### config.mk
export PLATFORM = sky130hd
export DESIGN_NAME = freq_meter_flat
export DESIGN_NICKNAME = d
export VERILOG_FILES = /design/src/rtl/freq_meter_if.sv /design/src/rtl/freq_meter.sv /design/src/flat_wrapper.sv
export SDC_FILE = /design/constraint.sdc
export NUM_CORES = 1
export LEC_CHECK = 0
export ABC_AREA = 1
export CAP_MARGIN = 20
export CORE_ASPECT_RATIO = 1.5
export CORE_UTILIZATION = 56
export CTS_CLUSTER_DIAMETER = 60
export CTS_CLUSTER_SIZE = 25
export DETAILED_ROUTE_END_ITERATION = 8
export PLACE_DENSITY_LB_ADDON = 0.1
export SLEW_MARGIN = 0
export SYNTH_ARGS = -nofsm -noshare
export SYNTH_HDL_FRONTEND = slang
export SYNTH_SLANG_ARGS = --single-unit
### constraint.sdc
create_clock -name clk -period 1.8 [get_ports clk]
set_clock_uncertainty 0.05 [all_clocks]
set_input_delay 0.36 -clock clk [delete_from_list [all_inputs] [get_ports clk]]
set_output_delay 0.36 -clock clk [all_outputs]
set_load 0.05 [all_outputs]
### src/rtl/freq_meter_if.sv
// Measurement bus of the gated frequency/period meter.
// Ports: sig_in/start/cont from the requester, edge_cnt/period/valid/busy/ovf
// back from the meter. CW sets the width of the edge count and the period.
interface freq_meter_if #(
  parameter int CW = 16
);
  logic          sig_in;    // signal under measurement, asynchronous to clk
  logic          start;     // one-shot measurement request
  logic          cont;      // keep re-opening windows back to back
  logic [CW-1:0] edge_cnt;  // rising edges in the last completed window
  logic [CW-1:0] period;    // clk cycles between the last two rises
  logic          valid;     // one-cycle pulse when results update
  logic          busy;      // a window is open
  logic          ovf;       // last window saturated a counter

  // Requester side: drives the stimulus and control, reads the results.
  modport master (
    output sig_in, start, cont,
    input  edge_cnt, period, valid, busy, ovf
  );

  // Meter side.
  modport slave (
    input  sig_in, start, cont,
    output edge_cnt, period, valid, busy, ovf
  );
endinterface

### src/rtl/freq_meter.sv
// Gated frequency and period meter: counts rises of sig_in over GATE_CYCLES clk
// cycles and captures the spacing of the last two rises in the window.
// Latency: rise seen 2-3 clk after the sig_in edge; results + valid one clk after the last gate cycle.
// Ports: clk, rst (async active-low), bus (freq_meter_if.slave); no backpressure.
module freq_meter #(
  parameter int GATE_CYCLES = 1000,
  parameter int CW          = 16
) (
  input  logic         clk,
  input  logic         rst,
  freq_meter_if.slave  bus
);

  localparam int            GW   = $clog2(GATE_CYCLES);
  localparam logic [GW-1:0] LAST = GW'(GATE_CYCLES - 1);
  localparam logic [CW-1:0] MAX  = '1;

  typedef enum logic {
    IDLE    = 1'b0,
    MEASURE = 1'b1
  } state_t;

  state_t        state;
  logic          s1, s2, s3;
  logic [GW-1:0] gate_cnt;
  logic [CW-1:0] edge_acc;
  logic [CW-1:0] ival;
  logic [CW-1:0] per_acc;
  logic          seen_first;
  logic          ovf_acc;

  logic [CW-1:0] edge_cnt_q;
  logic [CW-1:0] period_q;
  logic          valid_q;
  logic          busy_q;
  logic          ovf_q;

  // Two-flop synchronizer plus a history flop for edge detection.
  always_ff @(posedge clk or negedge rst) begin
    if (!rst) begin
      s1 <= 1'b0;
      s2 <= 1'b0;
      s3 <= 1'b0;
    end else begin
      s1 <= bus.sig_in;
      s2 <= s1;
      s3 <= s2;
    end
  end

  logic          rise;
  logic          edge_sat;
  logic          ival_sat;
  logic          last;
  logic [CW-1:0] ival_inc;
  logic [CW-1:0] edge_nxt;
  logic [CW-1:0] ival_nxt;
  logic [CW-1:0] per_nxt;
  logic          ovf_nxt;

  // Next accumulator values for the current MEASURE cycle. They are also what
  // gets published on the last gate cycle, so that cycle's rise is included.
  always_comb begin
    rise     = s2 & ~s3;
    edge_sat = (edge_acc == MAX);
    ival_sat = (ival == MAX);
    last     = (gate_cnt == LAST);
    ival_inc = ival_sat ? MAX : ival + 1'b1;
    edge_nxt = edge_acc;
    ival_nxt = ival_inc;
    per_nxt  = per_acc;
    if (rise) begin
      edge_nxt = edge_sat ? MAX : edge_acc + 1'b1;
      ival_nxt = '0;
      if (seen_first) begin
        per_nxt = ival_inc;
      end
    end
    ovf_nxt = ovf_acc | ival_sat | (rise & edge_sat);
  end

  // Window FSM. Accumulators are held cleared while idle and cleared again on
  // the last gate cycle, so every window starts from zero whether it was
  // opened by start or chained by cont.
  always_ff @(posedge clk or negedge rst) begin
    if (!rst) begin
      state      <= IDLE;
      gate_cnt   <= '0;
      edge_acc   <= '0;
      ival       <= '0;
      per_acc    <= '0;
      seen_first <= 1'b0;
      ovf_acc    <= 1'b0;
      edge_cnt_q <= '0;
      period_q   <= '0;
      valid_q    <= 1'b0;
      busy_q     <= 1'b0;
      ovf_q      <= 1'b0;
    end else begin
      valid_q <= 1'b0;
      case (state)
        IDLE: begin
          gate_cnt   <= '0;
          edge_acc   <= '0;
          ival       <= '0;
          per_acc    <= '0;
          seen_first <= 1'b0;
          ovf_acc    <= 1'b0;
          if (bus.start) begin
            state  <= MEASURE;
            busy_q <= 1'b1;
          end
        end
        MEASURE: begin
          if (last) begin
            edge_cnt_q <= edge_nxt;
            period_q   <= per_nxt;
            ovf_q      <= ovf_nxt;
            valid_q    <= 1'b1;
            gate_cnt   <= '0;
            edge_acc   <= '0;
            ival       <= '0;
            per_acc    <= '0;
            seen_first <= 1'b0;
            ovf_acc    <= 1'b0;
            if (!bus.cont) begin
              state  <= IDLE;
              busy_q <= 1'b0;
            end
          end else begin
            gate_cnt <= gate_cnt + 1'b1;
            edge_acc <= edge_nxt;
            ival     <= ival_nxt;
            per_acc  <= per_nxt;
            ovf_acc  <= ovf_nxt;
            if (rise) begin
              seen_first <= 1'b1;
            end
          end
        end
        default: begin
          state  <= IDLE;
          busy_q <= 1'b0;
        end
      endcase
    end
  end

  assign bus.edge_cnt = edge_cnt_q;
  assign bus.period   = period_q;
  assign bus.valid    = valid_q;
  assign bus.busy     = busy_q;
  assign bus.ovf      = ovf_q;

endmodule
### src/flat_wrapper.sv
// flat-port wrapper written by rule: the top's interface ports become plain ports
module freq_meter_flat 
#(
  parameter int GATE_CYCLES = 1000,
  parameter int CW          = 16
)
  (clk, rst, bus_sig_in, bus_start, bus_cont, bus_edge_cnt, bus_period, bus_valid, bus_busy, bus_ovf);
  freq_meter_if #(.CW(CW)) bus_i ();
  input  logic clk;
  input  logic rst;
  input wire logic [$bits(bus_i.sig_in)-1:0] bus_sig_in;
  input wire logic [$bits(bus_i.start)-1:0] bus_start;
  input wire logic [$bits(bus_i.cont)-1:0] bus_cont;
  output wire logic [$bits(bus_i.edge_cnt)-1:0] bus_edge_cnt;
  output wire logic [$bits(bus_i.period)-1:0] bus_period;
  output wire logic [$bits(bus_i.valid)-1:0] bus_valid;
  output wire logic [$bits(bus_i.busy)-1:0] bus_busy;
  output wire logic [$bits(bus_i.ovf)-1:0] bus_ovf;
  assign bus_i.sig_in = bus_sig_in;
  assign bus_i.start = bus_start;
  assign bus_i.cont = bus_cont;
  assign bus_edge_cnt = bus_i.edge_cnt;
  assign bus_period = bus_i.period;
  assign bus_valid = bus_i.valid;
  assign bus_busy = bus_i.busy;
  assign bus_ovf = bus_i.ovf;
  freq_meter #(.GATE_CYCLES(GATE_CYCLES), .CW(CW)) u_core (.clk(clk), .rst(rst), .bus(bus_i));
endmodule
==> run_results.csv <==
group,metric,value,unit
clocking,clk_path_buf_depth,2,
global_routing,grt_remaining_overflow,0,
logic_synthesis,ys_types,25,
sta,tightest_slew,0.392,ns
final_layout,area_growth,20.5,%
sta,period_share,95.1,%
power_and_ir_drop,ir_drop,0.794,mV
floorplanning,ios,40,
sta,rsz0062_at_grt,"yes",
clocking,cts.sinks,99,
clocking,root_buffer,"clkbuf_16",
drt,viasPerCell,5.27,
sta,slew_headroom,73.9,%
power_and_ir_drop,p_leak,2.95,nW
final_layout,nNetsFinal,629,
global_routing,grt_pass1_vias,3825,
logic_synthesis,yosys.area_share.simple,29.7,%
placement,place_congestion,0.898,
logic_synthesis,synth_area,4630,µm²
logic_synthesis,synth_warnings,0,
critical_path,r2r_start,"u_core.edge_acc[1]$_DFF_PN0_",
min_path,min_to,"u_core.s2$_DFF_PN0_",
logic_synthesis,synth.avg_cell_area,8.22,µm²
sta,drv_slew,0,
status,status,"finished, final reports clean",
drt,drcViolationCount,0,
sta,fin_tns_setup,0,ns
logic_synthesis,yosys.area.top_type,"dfrtp_1",
min_path,min_path_cells,0,
floorplanning,num_rows,40,
global_routing,antenna_found_initial,0,
final_layout,post-route-util,69.8,%
clocking,worstSkewPairLatency,0.34,ns
final_layout,antennaDiodeCount,0,
logic_synthesis,synth_top_family_by_area,"simple AND/OR/NAND/NOR gates",
critical_path,reg2reg_to,"u_core.bus.edge_cnt[2]$_DFFE_PN0P_",
critical_path,ff2ff_path_depth,9,
clocking,clkSlewWorstSetupHoldPaths,0.06,ns
clocking,cts_tree,"yes",
logic_synthesis,synth_seq_area_share,53.5,%
logic_synthesis,syn_inst,564,
sta,max_clock_freq,584,MHz
global_routing,grt_max_degree,40,
global_routing,grt_usage,25.7,%
drt,wirelength,10300,µm
final_layout,final_cell_mix,"153 x nand2_1, 99 x dfrtp_1, 61 x inv_1, 57 x nor2_1, 52 x buf_4",
drt,via_count,3852,
logic_synthesis,yosys_register_bits,99,
final_layout,final_common_cell,"nand2_1",
final_layout,drive_gt1_share,17.1,%
sta,hold_viol,0,
logic_synthesis,synth.area.top_cells,"dfrtp_1 53%, nand2_1 12%, nand3_1 5.5%",
floorplanning,core-area,8010,µm²
sta,period_minus_slack,1.71,ns
min_path,min_path_type,"reg2reg",
clocking,cts-htree-levels,3,
floorplanning,initial_utilization,57.9,%
critical_path,cp-start-kind,"flop",
critical_path,worst_setup_path_end_kind,"flop",
drt,drtPass1Iterations,4,
logic_synthesis,synth_compound_area_share,5.94,%
job,cap_violations,0,
critical_path,worstPathMaxFanout,6,
logic_synthesis,syn-num-nets,572,
sta,setup_viol,0,
logic_synthesis,synth_fa_ha_area_share,0.810,%
floorplanning,die_h,113,µm
logic_synthesis,synth_xor_xnor_area_share,2.46,%
drt,antenna_left,0,
clocking,cts_buffers,9,
drt,first_iter_violations,205,
critical_path,path_class,"reg2reg",
drt,post_drt_wl_per_cell,14.1,µm
floorplanning,die_w,76.3,µm
critical_path,ff2ff_setup_slack,0.09,ns
min_path,worstHoldStart,"u_core.s1$_DFF_PN0_",
placement,dpl.hpwl,7190,µm
power_and_ir_drop,p_per_area,972,nW/µm²
placement,port_buffers,39,
critical_path,worst-endpoint-required,2.01,ns
logic_synthesis,synth_top_area_share,53.5,%
power_and_ir_drop,total_power,5.43,mW
global_routing,grt_pass1_wl,17500,µm
critical_path,cp.arrival,1.92,ns
floorplanning,dieArea,8650,µm²
logic_synthesis,yosys-mux-area-fraction,0,%
## synthesized netlist by cell type
| master | number |
|---|---|
| a21oi_1 | 18 |
| a31oi_1 | 2 |
| buf_2 | 8 |
| buf_6 | 5 |
| clkbuf_1 | 2 |
| dfrtp_1 | 99 |
| ha_1 | 3 |
| inv_1 | 63 |
| inv_2 | 4 |
| nand2_1 | 153 |
| nand2_2 | 4 |
| nand3_1 | 51 |
| nand3_2 | 3 |
| nand3b_1 | 4 |
| nand4_1 | 14 |
| nor2_1 | 61 |
| nor2_2 | 4 |
| nor2_4 | 2 |
| nor3_1 | 8 |
| o211ai_1 | 1 |
| o21ai_0 | 21 |
| o21ai_1 | 12 |
| or2_2 | 9 |
| xnor2_1 | 6 |
| xor2_1 | 7 |
## report_power, final
part           switching, mW  leakage, nW  total [mW]  internal (mW)
Clock                  0.800        0.157        2.06           1.26
Combinational          0.426         1.49       0.738          0.312
Sequential             0.184         1.30        2.63           2.45
## state kept, by name, indices dropped and copies added (netlist names)
register / flops
u_core.bus.busy: 1
u_core.bus.edge_cnt: 16
u_core.bus.ovf: 1
u_core.bus.period: 16
u_core.bus.valid: 1
u_core.edge_acc: 16
u_core.gate_cnt: 10
u_core.ival: 16
u_core.ovf_acc: 1
u_core.per_acc: 16
u_core.s1: 1
u_core.s2: 1
u_core.s3: 1
u_core.seen_first: 1
u_core.state: 1
## layer usage
metal	vias to the layer above	GRT usage (%)	part of all wire, %
met5	-	0	0
met3	25	3.60	2.5
met2	66	47.0	53
met1	1854	29.9	42
li1	1907	-	-
met4	0	11.0	2.8
## logic make-up after synthesis
kind of cell / Yosys count
XOR/XNOR: 13
AO/OA/AOI/OAI: 54
adder cells (fa/ha/maj): 3
flip-flops: 99
AND/OR/NAND/NOR: 313
buffers and inverters: 82
## final cells by class
| class | instances | area [µm²] |
|---|---|---|
| Clock buffer | 12 | 246 |
| Inverter | 67 | 255 |
| Timing Repair inverter | 1 | 7.51 |
| Fill cell | 666 | 2420 |
| Multi-Input combinational cell | 383 | 1890 |
| Tap cell | 105 | 131 |
| Timing Repair Buffer | 60 | 502 |
| Clock inverter | 4 | 73.8 |
| Sequential cell | 99 | 2480 |
## worst max path at each step
stage / start / end / slack, ns / depth (start not counted)
after floorplan: u_core.gate_cnt[0]$_DFF_PN0_ / u_core.ival[14]$_DFF_PN0_ / 0.21 / 9
after global placement: u_core.gate_cnt[0]$_DFF_PN0_ / u_core.ival[6]$_DFF_PN0_ / 0.05 / 8
after detailed placement: u_core.gate_cnt[0]$_DFF_PN0_ / u_core.ival[6]$_DFF_PN0_ / -0.03 / 8
after CTS: u_core.edge_acc[0]$_DFF_PN0_ / u_core.bus.edge_cnt[2]$_DFFE_PN0P_ / 0.01 / 9
after global routing: u_core.edge_acc[0]$_DFF_PN0_ / u_core.ovf_acc$_DFF_PN0_ / -0.03 / 9
final: u_core.edge_acc[1]$_DFF_PN0_ / u_core.bus.edge_cnt[2]$_DFFE_PN0P_ / 0.09 / 9
## what timing repair did
| action | CTS | global route |
|---|---|---|
| pin swaps | 0 | 6 |
| setup buffers | 0 | 5 |
| gates resized for setup | 2 | 22 |
| hold buffers | 1 | 0 |
| gates cloned | 0 | 1 |
| hold endpoints to repair | 26 | 0 |
| endpoints found under the setup margin | 11 | 71 |
## metrics by stage
stage	area [µm²]	std cells	hold slack [ns]	setup slack (ns)
detailed placement	5110	708	0.263	-0.0299
global placement	5110	708	0.254	0.0506
floorplan	4630	564	0.0144	0.211
global route	5590	731	0.326	-0.0268
finish	5590	731	0.299	0.0885
CTS	5450	725	0.300	0.0134
## worst max-delay path, stage by stage (launching register included)
cell     delay (ns)
dfrtp_1        0.40
ha_2           0.22
nand2_1        0.07
nor2_2         0.17
nand3_4        0.13
nor2_4         0.17
nand3_4        0.13
inv_2          0.12
nor2_1         0.06
o21ai_1        0.12
No activity file was read; power rests on OpenSTA's default activity.
==> RTL change (same settings) <==
`GATE_CYCLES` is set to 1000 in 2 places; all go to 250.
--- a/src/rtl/freq_meter.sv
+++ b/src/rtl/freq_meter.sv
@@ -3,7 +3,7 @@
 // Latency: rise seen 2-3 clk after the sig_in edge; results + valid one clk after the last gate cycle.
 // Ports: clk, rst (async active-low), bus (freq_meter_if.slave); no backpressure.
 module freq_meter #(
-  parameter int GATE_CYCLES = 1000,
+  parameter int GATE_CYCLES = 250,
   parameter int CW          = 16
 ) (
   input  logic         clk,
--- a/src/flat_wrapper.sv
+++ b/src/flat_wrapper.sv
@@ -1,7 +1,7 @@
 // flat-port wrapper written by rule: the top's interface ports become plain ports
 module freq_meter_flat 
 #(
-  parameter int GATE_CYCLES = 1000,
+  parameter int GATE_CYCLES = 250,
   parameter int CW          = 16
 )
   (clk, rst, bus_sig_in, bus_start, bus_cont, bus_edge_cnt, bus_period, bus_valid, bus_busy, bus_ovf);
Behaviour: same outputs for any inputs over 10 cycles, from zero or initial values and one cycle with rst low; that may be too few to reach the edited logic, so the function may still have changed.
==> RTL change against the original RTL <==
  * Routed wire length shrank 4.5%
  * First-iteration DRC count down 18%
  * Combinational power is 34% lower
  * Via count down 4.3%
  * Synthesized cell count down 5.3%
  * Power shrank 15%
  * Sequential power is 7.6% lower
  * Highest routed layer unchanged
  * Design area fell by 2.1%
  * Worst setup slack better by 0.036 ns
  * Sequential cell count fell by 2
  * Critical path depth unchanged
  * Area after synthesis rose by 1.3%
==> RTL change: results <==
[run_status]
outcome = "complete, no violations"

[global_route]
antenna_found_initial = 0
grt_pass1_vias = 3758
grt_use_total_pct = 24.59
grt_max_degree = 98
grt_first_pass_wirelength_um = 16840

[sta]
hold_violations = 0
worst_pin_slew_ns = 0.5082

[clocking]
max-clock-path-buffers = 2
numCtsBuffers = 9
htree_levels = 3
clk-insertion-delay-late_ns = 0.34
cts_root_buf = "clkbuf_16"
clk_pin_slew_worst_paths_ns = 0.06

[pwr]
worst_ir_drop_vdd_uv = 570.4
power_leakage_nw = 2.816

[critical_path]
critPathMaxFanout = 9
crit_arrival_ns = 1.90
path_delay_family = "simple AND/OR/NAND/NOR gates"
crit_type = "flip-flop to flip-flop"
worst_path_max_delay_cell = "dfrtp_1"
r2r-start = "u_core.edge_acc[1]"
worst_path_largest_cell_delay_ns = 0.39

[place]
place_ws_ns = 0.05934
numPortBuffers = 39
place_congestion = 0.8678
hpwl_um = 6852

[cells_and_area]
drive_gt1_share_pct = 20.14
fillCellCount = 650
num_antenna_cells = 0
nets = 598

[logic_synthesis]
synth_ff_type = "dfrtp_1"
yosys-top-cells-area = "dfrtp_1 52%, nand2_1 11%, nand3_1 5.1%"
syn_nets = 543
synth_cell_types = 33
netlist_top_cells_count = "139 x nand2_1, 97 x dfrtp_1, 49 x inv_1"
ys_warn_count = 0
ys_seq_area_share_pct = 51.68
synthArstFlopShare_pct = 100.0

[detailed_routing]
first_pass_iters = 4
vias = 3685
first_iter_violations = 169
finalWirelength_um = 9827

[worst_hold_path]
hp-class = "input port to asynchronous set/reset pin"
==> RTL change: cell count changes after synthesis, moves of 3 or more <==
cell | before | now
o21ai_0 | 21 | 12
nor2_1 | 61 | 44
o21ai_2 | 0 | 3
nand2_1 | 153 | 139
o21ai_1 | 12 | 8
nor2_4 | 2 | 7
a21oi_1 | 18 | 23
buf_6 | 5 | 8
inv_1 | 63 | 49
nand3_2 | 3 | 8
nand3_1 | 51 | 48
nor3_1 | 8 | 5
o21a_1 | 0 | 6
==> RTL change: stage by stage <==
stage          power [mW]  cells  cell area (µm²)
3_5_place_dp        2.941    673             5104
6_report            4.609    696             5468
3_3_place_gp        2.918    673             5104
4_1_cts             4.635    686             5355
5_1_grt             4.804    696             5468
2_1_floorplan       2.784    534             4697
==> RTL change: final timing paths <==
check,to,slack (ns),cells after the start
worst max-delay path,u_core.bus.edge_cnt[4],0.12,9
worst min-delay path,u_core.bus.period[6],0.009,2
worst max register to register,u_core.bus.edge_cnt[4],0.12,9
worst min register to register,u_core.s2,0.31,0
max in group asynchronous,u_core.gate_cnt[7],1.30,2
min in group clk,u_core.s2,0.31,0
==> RTL change: report_power, final <==
part	internal [mW]	switching, mW
clock	0.949	0.741
combinational	0.190	0.296
sequential	2.32	0.108
total	3.46	1.14
==> RTL change: worst reg2reg max path, stage by stage, from the launching register on <==
cell	delay, ns
dfrtp_1	0.39
ha_2	0.23
nand2_2	0.08
nor2_4	0.12
nand3_4	0.12
nor2_4	0.15
nand3_4	0.13
buf_12	0.18
nand3_2	0.07
o21a_1	0.11
==> RTL change: cell families (layout without fill, tap and decap cells) <==
group | after synthesis | in the layout | share of synthesized area [%]
AND/OR/NAND/NOR | 291 | 291 | 30.58
flip-flops | 97 | 97 | 51.68
buffers and inverters | 73 | 130 | 7.512
AO/OA/AOI/OAI | 56 | 56 | 6.740
XOR/XNOR | 13 | 13 | 2.424
adder cells (fa/ha/maj) | 4 | 4 | 1.066
==> RTL change: timing repair <==
item	in CTS	in global routing
setup buffers	0	10
resized for setup	0	4
hold endpoints to repair	0	0
endpoints found under the setup margin	0	36
==> RTL change: routing by layer <==
metal	routed length (µm)	GRT usage [%]	up-vias
li1	-	-	1820
met1	4022	27.41	1763
met4	335	13.46	0
met5	0	0	-
met3	244	3.904	27
met2	5225	44.52	75
==> RTL change: layout make-up <==
class,instances,area share [%]
clock buffer,12,4.508
clock inverter,1,0.09153
inverter,56,3.890
multi-input combinational,364,35.29
sequential,97,44.39
tap,105,2.403
timing repair buffer,61,9.428
